$ cat config.mk
export PLATFORM = sky130hd
export DESIGN_NAME = axis_frame_source_flat
export DESIGN_NICKNAME = d
export VERILOG_FILES = /design/src/rtl/axis_frame_source_if.sv /design/src/rtl/axis_frame_source.sv /design/src/flat_wrapper.sv
export SDC_FILE = /design/constraint.sdc
export NUM_CORES = 1
export LEC_CHECK = 0
export ABC_AREA = 1
export CORE_MARGIN = 2
export CORE_UTILIZATION = 35
export DETAILED_ROUTE_END_ITERATION = 16
export PLACE_DENSITY = 0.61
export SETUP_SLACK_MARGIN = 0.4
export SYNTH_ARGS = -nofsm -noshare
export SYNTH_HDL_FRONTEND = slang
export SYNTH_SLANG_ARGS = --single-unit
$ cat constraint.sdc
create_clock -name ap_clk -period 1.9 [get_ports ap_clk]
set_clock_uncertainty 0.05 [all_clocks]
set_input_delay 0.38 -clock ap_clk [delete_from_list [all_inputs] [get_ports ap_clk]]
set_output_delay 0.38 -clock ap_clk [all_outputs]
set_load 0.005 [all_outputs]
$ cat src/rtl/axis_frame_source_if.sv
`timescale 1ns/1ps
`default_nettype none
// ============================================================================
//  Module      : axis_frame_source_if
//  Description : AXI4-Stream bundle (tdata/tvalid/tready/tlast) shared by the
//                frame source (master) and the sink that consumes it (slave).
//  Revision    : 1.0  initial release
// ============================================================================
interface axis_frame_source_if #(
   parameter int DATA_W = 32
) ();
   logic [DATA_W-1:0] tdata;
   logic              tvalid;
   logic              tready;
   logic              tlast;

   modport master (output tdata, output tvalid, output tlast, input  tready);
   modport slave  (input  tdata, input  tvalid, input  tlast, output tready);
endinterface
`default_nettype wire

$ cat src/rtl/axis_frame_source.sv
`timescale 1ns/1ps
`default_nettype none
// ============================================================================
//  Module      : axis_frame_source
//  Description : AXI4-Stream pixel-frame transmitter. Emits one rows x cols
//                frame of incrementing pixel words starting at seed, TLAST on
//                the final beat, with an optional idle gap after every beat.
//                Optional back-pressure watchdog built in when the macro
//                AXIS_FRAME_SOURCE_STALL_WATCHDOG_EN is defined.
//  Revision    : 1.0  initial release
// ============================================================================
module axis_frame_source #(
   parameter int DATA_W      = 32,
   parameter int DIM_W       = 10,
   parameter int GAP_W       = 4,
   parameter int STALL_LIMIT = 1024
) (
   input  wire logic              ap_clk,
   input  wire logic              ap_rst_n,
   input  wire logic              start,
   input  wire logic [DIM_W-1:0]  rows,
   input  wire logic [DIM_W-1:0]  cols,
   input  wire logic [DATA_W-1:0] seed,
   input  wire logic [GAP_W-1:0]  gap,
   output logic                   busy,
   output logic                   done,
   output logic                   stall_flag,
   axis_frame_source_if.master    m_axis
);

   typedef enum logic [1:0] {
      S_IDLE = 2'd0,
      S_SEND = 2'd1,
      S_GAP  = 2'd2,
      S_FIN  = 2'd3
   } state_t;

   state_t            r_state;
   state_t            w_state_nxt;

   logic [DIM_W-1:0]  r_rows;
   logic [DIM_W-1:0]  r_cols;
   logic [DIM_W-1:0]  r_row;
   logic [DIM_W-1:0]  r_col;
   logic [GAP_W-1:0]  r_gap;
   logic [GAP_W-1:0]  r_gap_cnt;
   logic [DATA_W-1:0] r_data;

   logic              w_start_ok;
   logic              w_accept;
   logic              w_col_end;
   logic              w_last;

   // A zero-sized frame is accepted but produces no beats.
   assign w_start_ok = start && (rows != '0) && (cols != '0);
   assign w_accept   = (r_state == S_SEND) && m_axis.tready;
   assign w_col_end  = (r_col == (r_cols - DIM_W'(1)));
   assign w_last     = w_col_end && (r_row == (r_rows - DIM_W'(1)));

   // Outputs decode straight from registered state so they hold steady under back-pressure.
   assign m_axis.tvalid = (r_state == S_SEND);
   assign m_axis.tdata  = r_data;
   assign m_axis.tlast  = (r_state == S_SEND) && w_last;
   assign busy          = (r_state == S_SEND) || (r_state == S_GAP);
   assign done          = (r_state == S_FIN);

   // State register.
   always_ff @(posedge ap_clk or negedge ap_rst_n) begin
      if (!ap_rst_n) r_state <= S_IDLE;
      else           r_state <= w_state_nxt;
   end

   // Next-state decode.
   always_comb begin
      w_state_nxt = r_state;
      case (r_state)
         S_IDLE: if (start) w_state_nxt = w_start_ok ? S_SEND : S_FIN;
         S_SEND: if (w_accept) begin
            if (w_last)           w_state_nxt = S_FIN;
            else if (r_gap != '0) w_state_nxt = S_GAP;
            else                  w_state_nxt = S_SEND;
         end
         S_GAP:  if (r_gap_cnt == '0) w_state_nxt = S_SEND;
         S_FIN:  w_state_nxt = S_IDLE;
         default: w_state_nxt = S_IDLE;
      endcase
   end

   // Frame configuration, position counters, pixel value and gap timer.
   always_ff @(posedge ap_clk or negedge ap_rst_n) begin
      if (!ap_rst_n) begin
         r_rows    <= '0;
         r_cols    <= '0;
         r_row     <= '0;
         r_col     <= '0;
         r_gap     <= '0;
         r_gap_cnt <= '0;
         r_data    <= '0;
      end else begin
         case (r_state)
            S_IDLE: if (w_start_ok) begin
               r_rows <= rows;
               r_cols <= cols;
               r_gap  <= gap;
               r_row  <= '0;
               r_col  <= '0;
               r_data <= seed;
            end
            S_SEND: if (w_accept) begin
               r_data <= r_data + DATA_W'(1);
               // Gap timer counts down to zero, so it is loaded with gap-1.
               r_gap_cnt <= r_gap - GAP_W'(1);
               if (w_col_end) begin
                  r_col <= '0;
                  r_row <= r_row + DIM_W'(1);
               end else begin
                  r_col <= r_col + DIM_W'(1);
               end
            end
            S_GAP: if (r_gap_cnt != '0) r_gap_cnt <= r_gap_cnt - GAP_W'(1);
            default: ;
         endcase
      end
   end

`ifdef AXIS_FRAME_SOURCE_STALL_WATCHDOG_EN
   localparam int                   c_STALL_W = $clog2(STALL_LIMIT + 1);
   localparam logic [c_STALL_W-1:0] c_LIMIT   = c_STALL_W'(STALL_LIMIT);

   logic [c_STALL_W-1:0] r_stall_cnt;
   logic                 r_stall_flag;

   // Count consecutive back-pressured cycles; flag is sticky once the limit is hit.
   always_ff @(posedge ap_clk or negedge ap_rst_n) begin
      if (!ap_rst_n) begin
         r_stall_cnt  <= '0;
         r_stall_flag <= 1'b0;
      end else if ((r_state != S_SEND) || w_accept) begin
         r_stall_cnt <= '0;
      end else if (r_stall_cnt != c_LIMIT) begin
         r_stall_cnt <= r_stall_cnt + c_STALL_W'(1);
         if (r_stall_cnt == (c_LIMIT - c_STALL_W'(1))) r_stall_flag <= 1'b1;
      end
   end

   assign stall_flag = r_stall_flag;
`else
   // Watchdog not built in: flag is permanently low whatever the limit is.
   assign stall_flag = 1'b0 & (STALL_LIMIT != 0);
`endif

endmodule
`default_nettype wire

$ cat src/flat_wrapper.sv
// flat-port wrapper written by rule: the top's interface ports become plain ports
module axis_frame_source_flat 
#(
   parameter int DATA_W      = 32,
   parameter int DIM_W       = 10,
   parameter int GAP_W       = 4,
   parameter int STALL_LIMIT = 1024
)
  (ap_clk, ap_rst_n, start, rows, cols, seed, gap, busy, done, stall_flag, m_axis_tdata, m_axis_tvalid, m_axis_tlast, m_axis_tready);
  axis_frame_source_if #(.DATA_W(DATA_W)) m_axis_i ();
  input  wire logic ap_clk;
  input  wire logic ap_rst_n;
  input  wire logic start;
  input  wire logic [DIM_W-1:0] rows;
  input  wire logic [DIM_W-1:0] cols;
  input  wire logic [DATA_W-1:0] seed;
  input  wire logic [GAP_W-1:0] gap;
  output logic busy;
  output logic done;
  output logic stall_flag;
  output wire logic [$bits(m_axis_i.tdata)-1:0] m_axis_tdata;
  output wire logic [$bits(m_axis_i.tvalid)-1:0] m_axis_tvalid;
  output wire logic [$bits(m_axis_i.tlast)-1:0] m_axis_tlast;
  input wire logic [$bits(m_axis_i.tready)-1:0] m_axis_tready;
  assign m_axis_tdata = m_axis_i.tdata;
  assign m_axis_tvalid = m_axis_i.tvalid;
  assign m_axis_tlast = m_axis_i.tlast;
  assign m_axis_i.tready = m_axis_tready;
  axis_frame_source #(.DATA_W(DATA_W), .DIM_W(DIM_W), .GAP_W(GAP_W), .STALL_LIMIT(STALL_LIMIT)) u_core (.ap_clk(ap_clk), .ap_rst_n(ap_rst_n), .start(start), .rows(rows), .cols(cols), .seed(seed), .gap(gap), .busy(busy), .done(done), .stall_flag(stall_flag), .m_axis(m_axis_i));
endmodule
; ---- After elaboration in Yosys (flattened, before gate mapping)
; Cells that the tools add are included.
[classes]
addsub = 7
n_eq_ne = 11
muxes = 20
n_reduce_logical = 19
[op_table]
columns = operator, count
row1 = $mux 32, 2
row2 = $pmux 32 s2, 1
row3 = $mux 10, 5
row4 = $pmux 10 s2, 2
row5 = $add 32x1->32 const B, 1
row6 = $add 10x1->10 const B, 2
row7 = $eq 10x10->1, 2
row8 = $reduce_bool 10->1, 2
row9 = $sub 10x1->10 const B, 2
row10 = $mux 2, 6
row11 = $reduce_and 3->1, 3
row12 = $mux 4, 2
row13 = $pmux 2 s4, 1
row14 = $pmux 4 s2, 1
row15 = $reduce_bool 4->1, 2
row16 = $sub 4x1->4 const B, 2
row17 = $ne 2x1->1 const B, 3
row18 = $ne 2x2->1 const B, 3
row19 = $logic_and 1x1->1, 5
row20 = $eq 2x2->1 const B, 2
row21 = $logic_not 4->1, 1
row22 = $reduce_and 4->1, 1
row23 = $reduce_bool 2->1, 2
row24 = $eq 2x1->1 const B, 1
row25 = 3 further kinds, 3
[totals]
ff_bits = 82
output_inout_bits = 37
word_cells = 65

; ---- Depth between registers and ports, before layout
[depth]
ltp_word = 6
mapped_depth = 17
mapped_depth_nobuf = 16

; ---- Worst setup path after synthesis
; OpenSTA, ideal clock, no wires.
[synth_timing]
path_type = reg-to-output
startpoint = register u_core.r_cols[0]
endpoint = output port m_axis_tlast
arrival_time_ns = 1.503
required_time_ns = 1.470
setup_slack_ns = -0.033
stages_incl_launch_ff = 12
path_buffers = 0
cell_sequence = dfrtp_1 inv_1 ha_1 xor2_1 nand2_1 nor2_1 nand2_1 nor2_1 nand2_1 nor2_1 nand3_1 nor2_1
[synth_via]
elab_chain_len = 4
[synth_rtl]
columns = element, line_no
row1 = from (decl), axis_frame_source.sv:42  ; logic [DIM_W-1:0] r_cols;
row2 = from (signal assigned), axis_frame_source.sv:103  ; r_cols <= cols;
row3 = $sub 10x1->10, axis_frame_source.sv:57  ; assign w_col_end = (r_col == (r_cols - DIM_W'(1)));
row4 = $eq 10x10->1, axis_frame_source.sv:57
row5 = $logic_and 1x1->1, axis_frame_source.sv:58  ; assign w_last = w_col_end && (r_row == (r_rows - DIM_W'(1)));
row6 = $logic_and 1x1->1, axis_frame_source.sv:63  ; assign m_axis.tlast = (r_state == S_SEND) && w_last;
row7 = to (decl), flat_wrapper.sv:23  ; output wire logic [$bits(m_axis_i.tlast)-1:0] m_axis_tlast;
; Every way passes these cells.

; ---- Worst setup path after layout
[layout_timing]
startpoint = register u_core.r_cols[1]
endpoint = output port m_axis_tlast
; Same word-level chain as after synthesis.

==> results.py <==
metrics = {
    "synth": {
        "synthFlopType": "dfrtp_1",
        "synthDistinctLibCells": 42,
        "netlist_instances": 809,
        "synth_area_leaders": "dfrtp_1 37%, nand2_1 15%, o21ai_0 7.3%, inv_1 6.4%, nor2_1 5.8%",
        "synth_largest_area_cell": "dfrtp_1",
        "synth_warnings": 0,
        "ys_seq_area_share_pct": 36.9,
        "ys_async_sr_fraction_pct": 100,
        "synth_top_area_share_pct": 36.9,
        "avgSynthCellArea_um2": 6.87,
        "syn-cell-area_um2": 5550,
        "ys_seq_elements": 82,
        "synth_edf_count": 0,
        "synth_nets": 879,
    },
    "worst_setup_path": {
        "cp_max_fo": 5,
        "required_ns": 1.47,
        "cpPeakStageDelay_ns": 0.39,
        "cp-start-kind": "flip-flop",
        "arrival_ns": 2.17,
        "path_common_cell": "nand2_1",
        "rrSetupSlack_ns": -0.39,
        "critPathBufInv": 2,
        "crit_path_top_delay_cell": "dfrtp_1",
        "crit_chain": "buf_4, nor2_4, nand2_2, nor2_1, nand2_1, nand2_1, nand2_1, nor2_2, nand2_1, nor2_2, nand3_2, nor2_4, buf_2",
        "crit_path_end_kind": "primary output",
        "crit_family": "simple AND/OR/NAND/NOR gates",
        "crit_type": "reg2out",
    },
    "route": {
        "viasPerCell": 4.97,
        "dr.pass1.iters": 6,
        "antenna_left": 0,
        "drt_iter0_markers": 477,
        "routed_wl_mm": 21.2,
        "wire_per_inst_um": 15.4,
        "vias": 6835,
        "drt_drc_violations_left": 0,
    },
    "die": {
        "pin_count": 97,
        "row_count": 46,
        "coreArea_um2": 15700,
        "die_w_um": 130,
        "die_h_um": 130,
        "start_util_pct": 35.3,
        "dieArea_um2": 16900,
    },
    "sta": {
        "period_minus_slack_ns": 2.60,
        "tightestPinTransition_ns": 0.536,
        "final.setup.worst_slack_ns": -0.701,
        "finalHoldViolCount": 0,
        "relSlewSlack_pct": 63.9,
        "post-route-period-util_pct": 137,
        "max_freq_mhz": 384,
        "rsz0062_at_grt": "true",
        "setup_viol": 55,
        "drv_slew": 0,
    },
    "global_routing": {
        "grt_use_met2_pct": 41.9,
        "met1_usage_pct": 31.0,
        "grt_pass1_vias": 6800,
        "antenna_found_initial": 0,
        "grt_first_pass_wirelength_mm": 32.5,
        "grt_max_degree": 48,
        "grtUsageTotal_pct": 24.4,
        "busiest_layer": "met2",
        "grt_use_met3_pct": 3.20,
        "gr-total-overflow": 0,
    },
    "place": {
        "place_inst": 1201,
        "gp_congestion": 0.819,
        "dp_hpwl_mm": 11.6,
        "io_buffer_count": 95,
    },
    "finish": {
        "area_growth_pct": 87.0,
        "final_cells": 1374,
        "n_antenna_cell": 0,
        "layout-drive-gt1-share_pct": 44.4,
        "final_nets": 1223,
        "fillers": 1215,
    },
    "clocking": {
        "tritoncts": "yes",
        "numClockSinks": 82,
        "worst_skew_pair.late_latency_ns": 0.35,
        "htree_num_levels": 3,
        "clockBufferDepth": 2,
        "path_clk_slew_ns": 0.07,
        "cts_buffers": 9,
        "root_buffer": "clkbuf_16",
    },
    "pwr": {
        "p_int_mw": 9.99,
        "power_density_nw_per_um2": 1680,
        "p_clk_share_pct": 10.1,
        "p_leak_nw": 4.98,
        "combinationalPowerShare_pct": 71.9,
        "pwr-share-seq_pct": 18.0,
        "switching_share_pct": 42.9,
        "power.total_mw": 17.5,
        "p_sw_mw": 7.51,
        "peakVddDrop_uv": 847,
    },
    "flow_run": {
        "max_cap_viol_count": 0,
    },
    "worst_hold_path": {
        "min_path_type": "in2reg",
    },
    "outcome": {
        "violations": "negative setup slack",
        "status": "complete, but fails checks",
    },
}
## cell families after synthesis
group	after synthesis	share of synthesized area [%]
simple gates	425	32.5
buf+inv	126	9.28
compound gates	123	12.3
flops	82	36.9
xor+xnor	41	6.47
fa+ha+maj	10	2.25
other cells	1	0.0675
mux	1	0.180
## sequential cells by signal, summed over array words and instances (netlist names)
register / cells
u_core.m_axis.tdata: 32
u_core.r_col: 10
u_core.r_cols: 10
u_core.r_row: 10
u_core.r_rows: 10
u_core.r_gap: 4
u_core.r_gap_cnt: 4
u_core.r_state: 2
## through the flow
stage	area, um^2	hold WS (ns)	TNS, ns	utilization, %	worst slack, ns
5_1_grt	10400	0.349	-9.96	66.1	-0.780
3_5_place_dp	7620	0.273	-20.02	48.5	-0.742
6_report	10400	0.342	-5.52	66.1	-0.701
4_1_cts	9730	0.313	-2.10	61.9	-0.639
3_3_place_gp	7620	0.271	-19.15	48.5	-0.738
2_1_floorplan	5730	0.0344	-0.000705	-	-0.000705
## routing by layer
layer / part of all wire [%] / vias to the layer above
li1: - / 3298
met1: 43 / 3296
met4: 2.8 / 0
met3: 3.6 / 55
met2: 51 / 186
met5: 0 / -
## worst register-to-register path, cell delays in order, from the launching register on
cell and delay [ns]:
dfrtp_1 0.39, buf_4 0.15, nor2_4 0.11, nand2_2 0.11, nor2_1 0.12, nand2_1 0.08
nand2_1 0.08, nand2_1 0.06, nor2_2 0.10, nand2_1 0.08, nor2_2 0.15, nand3_2 0.13
buf_4 0.15, buf_4 0.12, buf_6 0.11, nand2_1 0.06, nand2_1 0.06, a21oi_2 0.11
## path summary, 6_finish.rpt
check | cells after the start | endpoint | startpoint
setup / recovery | 13 | m_axis_tlast | u_core.r_cols[1]
min in group asynchronous | 2 | u_core.m_axis.tdata[31] | ap_rst_n
max in group asynchronous | 3 | u_core.r_cols[2] | ap_rst_n
hold reg to reg | 2 | u_core.r_col[4] | u_core.r_col[4]
setup reg to reg | 17 | u_core.r_state[0] | u_core.r_cols[1]
hold / removal | 3 | u_core.r_rows[4] | rows[4]
## cells in the mapped netlist (2+ instances only)
cell	number
nor3_2	2
a21oi_1	12
or2_2	2
xnor2_1	18
nand4_1	13
nor2_2	9
o22ai_1	4
o21ai_0	81
nand3b_1	2
o21ai_1	3
nor4_1	3
clkbuf_1	18
nand2_1	227
buf_2	7
a31oi_1	4
o21bai_1	3
xor2_1	23
a22oi_1	6
ha_1	10
nor3_1	11
dfrtp_1	82
inv_1	94
nand3_1	60
nand2_2	6
o211ai_1	7
nor2_1	86
## power groups by stage
stage               sequential, mW  clock, mW  combinational (mW)
CTS                           3.08       1.78                10.9
global placement              3.18          0                7.05
floorplan                     3.16          0                4.25
detailed placement            3.18          0                7.13
global route                  3.22       1.87                13.5
finish                        3.15       1.77                12.6
## what timing repair did
item,4_1_cts,5_1_grt
pin swaps,67,62
hold buffers,1,0
hold endpoints to repair,22,0
gates cloned,15,0
setup buffers,126,15
setup endpoints to repair,118,99
resized for setup,328,157
## final cells by class
type	instances	area (um^2)	area share [%]
inverter	97	392	3.77
tap	216	270	2.60
sequential	82	2060	19.9
timing repair buffer	359	3500	33.7
timing repair inverter	3	43.8	0.422
clock buffer	13	240	2.31
multi-input combinational	601	3830	36.9
clock inverter	3	40.0	0.385
## cells in the final DEF, fill, tap and decap left out, types with 15 or more instances in the layout
cell type and count:
buf_6 69, inv_1 78, nand2_2 45, nor2_4 15, nor2_1 60, nand2_1 168
nand3_1 48, clkdlybuf4s50_1 41, buf_4 175, xnor2_1 17, o21ai_2 39, o21ai_0 15
xor2_1 23, nand2_4 20, dlygate4sd2_1 26, dfrtp_1 74, nor2_2 20, o21ai_1 28
Note: power is estimated with default switching activity, not from simulation.
==> patch: new RTL, config.mk and constraints unchanged <==
`GAP_W` is set to 4 in 2 places; all go to 6.
--- a/src/rtl/axis_frame_source.sv
+++ b/src/rtl/axis_frame_source.sv
@@ -13,5 +13,5 @@
    parameter int DATA_W      = 32,
    parameter int DIM_W       = 10,
-   parameter int GAP_W       = 4,
+   parameter int GAP_W       = 6,
    parameter int STALL_LIMIT = 1024
 ) (
--- a/src/flat_wrapper.sv
+++ b/src/flat_wrapper.sv
@@ -4,5 +4,5 @@
    parameter int DATA_W      = 32,
    parameter int DIM_W       = 10,
-   parameter int GAP_W       = 4,
+   parameter int GAP_W       = 6,
    parameter int STALL_LIMIT = 1024
 )
Ports: changed (resized gap); port bits go from 97 to 99. The function was not compared with the original's and may differ.
==> patch against the original RTL <==
The flow still finishes with violations (negative setup slack); area after synthesis rose by 3.4%; wire length rose by 4.0%; maximum frequency up 4.8%; power is 5.6% higher; sequential cell count up 4; non-clock buffer count shrank 31; critical endpoint unchanged; worst setup slack improved by 0.12 ns; cell area rose by 2.5%.
==> patch: results (changes against the original RTL) <==
metric,value,unit,change
Worst Hold Slack,0.3639,ns,+0.02186 ns
met2 wire len,11.17,mm,+4.3%
Async SR Flop Fraction,1.000,,unchanged
share of cells above drive strength 1,0.4243,,-0.01952
Post-Synth XOR/XNOR Area,0.04879,,-0.01586
comb_multi_in,632,,+5.2%
CTS resizes,326,,-0.61%
Buffers on Ports,97,,+2.1%
1st-iter DRT viols,537,,+13%
Buffers excl. clock,328,,-8.6%
syn nets,906,,+3.1%
seq_cells,86,,+4.9%
Final setup viols,38,,-31%
multi-input combinational cell area,4056,um^2,+5.8%
NonClk Buf Share,0.3235,,-0.01393
wl on met1,9.147,mm,+0.27%
placed cell area,8092,um^2,+6.2%
register area share after synthesis,0.3746,,+0.005193
Hold Path Origin,cols[3],,
Seq area share,0.2029,,+0.004407
post-CTS setup buffer count,69,,-45%
Filler Cell Count,1183,,-2.6%
Top Layer Used,met4,,
Register Area,2161,um^2,+4.8%
WL/cell,16.12,um,+4.6%
outcome,"finished, violations left",,
Post-Synth Adder-Cell Area,0.02178,,-0.0007458
final net count,1217,,-0.49%
synth warn,0,,unchanged
worst vdd ir,0.7746,mV,-8.5%
Commonest cells post-synth,"256 x nand2_1, 86 x dfrtp_1, 82 x nor2_1",,
Total GRT Usage,0.2406,,-0.003384
worst flop-to-flop path startpoint,u_core.r_cols[0]$_DFFE_PN0P_,,
critical path arrival,2.05,ns,-0.12 ns
setup TNS,-9.550,ns,-4.028 ns
most area-consuming cells after synthesis,"dfrtp_1 37%, nand2_1 17%, o21ai_0 6.0%",,
slack of the worst reg-to-reg path,-0.50,ns,-0.11 ns
CLK BUF,12,,-1
1st-pass router iterations,5,,-1
first-pass GRT wire length,34.13,mm,+5.1%
final worst slack,-0.5830,ns,+0.1183 ns
crit path max fanout,4,,-1
final std cells w/o fill,1366,,-0.58%
failing checks,negative setup slack,,
Compound-Gate Fraction of Synth Area,0.1255,,+0.002462
nonclk inv count,88,,-12%
number of global-route vias before repair,6865,,+0.96%
Layout clock area frac,0.03220,,+0.005213
multiplexer area fraction after synthesis,0,,-0.001802
synthesized cell area,5744,um^2,+3.4%
DP Wirelength,12.93,mm,+11%
[patch: changes by cell type after synthesis, sizes merged, moves of 8 or more]
cell,change
nand3,+8
nand2,+27
nor2,-9
nand4,-8
inv,-9
[patch: layer usage]
layer	vias to the layer above	GRT usage
met1	3338	0.3147
met5	-	0
met2	242	0.4063
li1	3341	-
met3	50	0.04344
met4	0	0.07126
[patch: path summary, 6_finish.rpt]
kind / endpoint / depth (start not counted)
worst min-delay path: u_core.r_cols[3]$_DFFE_PN0P_ / 3
min in group asynchronous: u_core.r_state[1]$_DFFE_PN0P_ / 2
worst max register to register: u_core.r_row[7]$_DFFE_PN0P_ / 20
max in group asynchronous: u_core.m_axis.tdata[5]$_DFFE_PN0P_ / 3
worst max-delay path: m_axis_tlast / 13
worst min register to register: u_core.r_gap[5]$_DFFE_PN0P_ / 2
[patch: report_power, final]
group          internal, mW  switching (mW)  leakage [nW]
Combinational          6.90            6.20          3.70
Clock                  1.27           0.817         0.165
Sequential             2.61           0.683          1.07
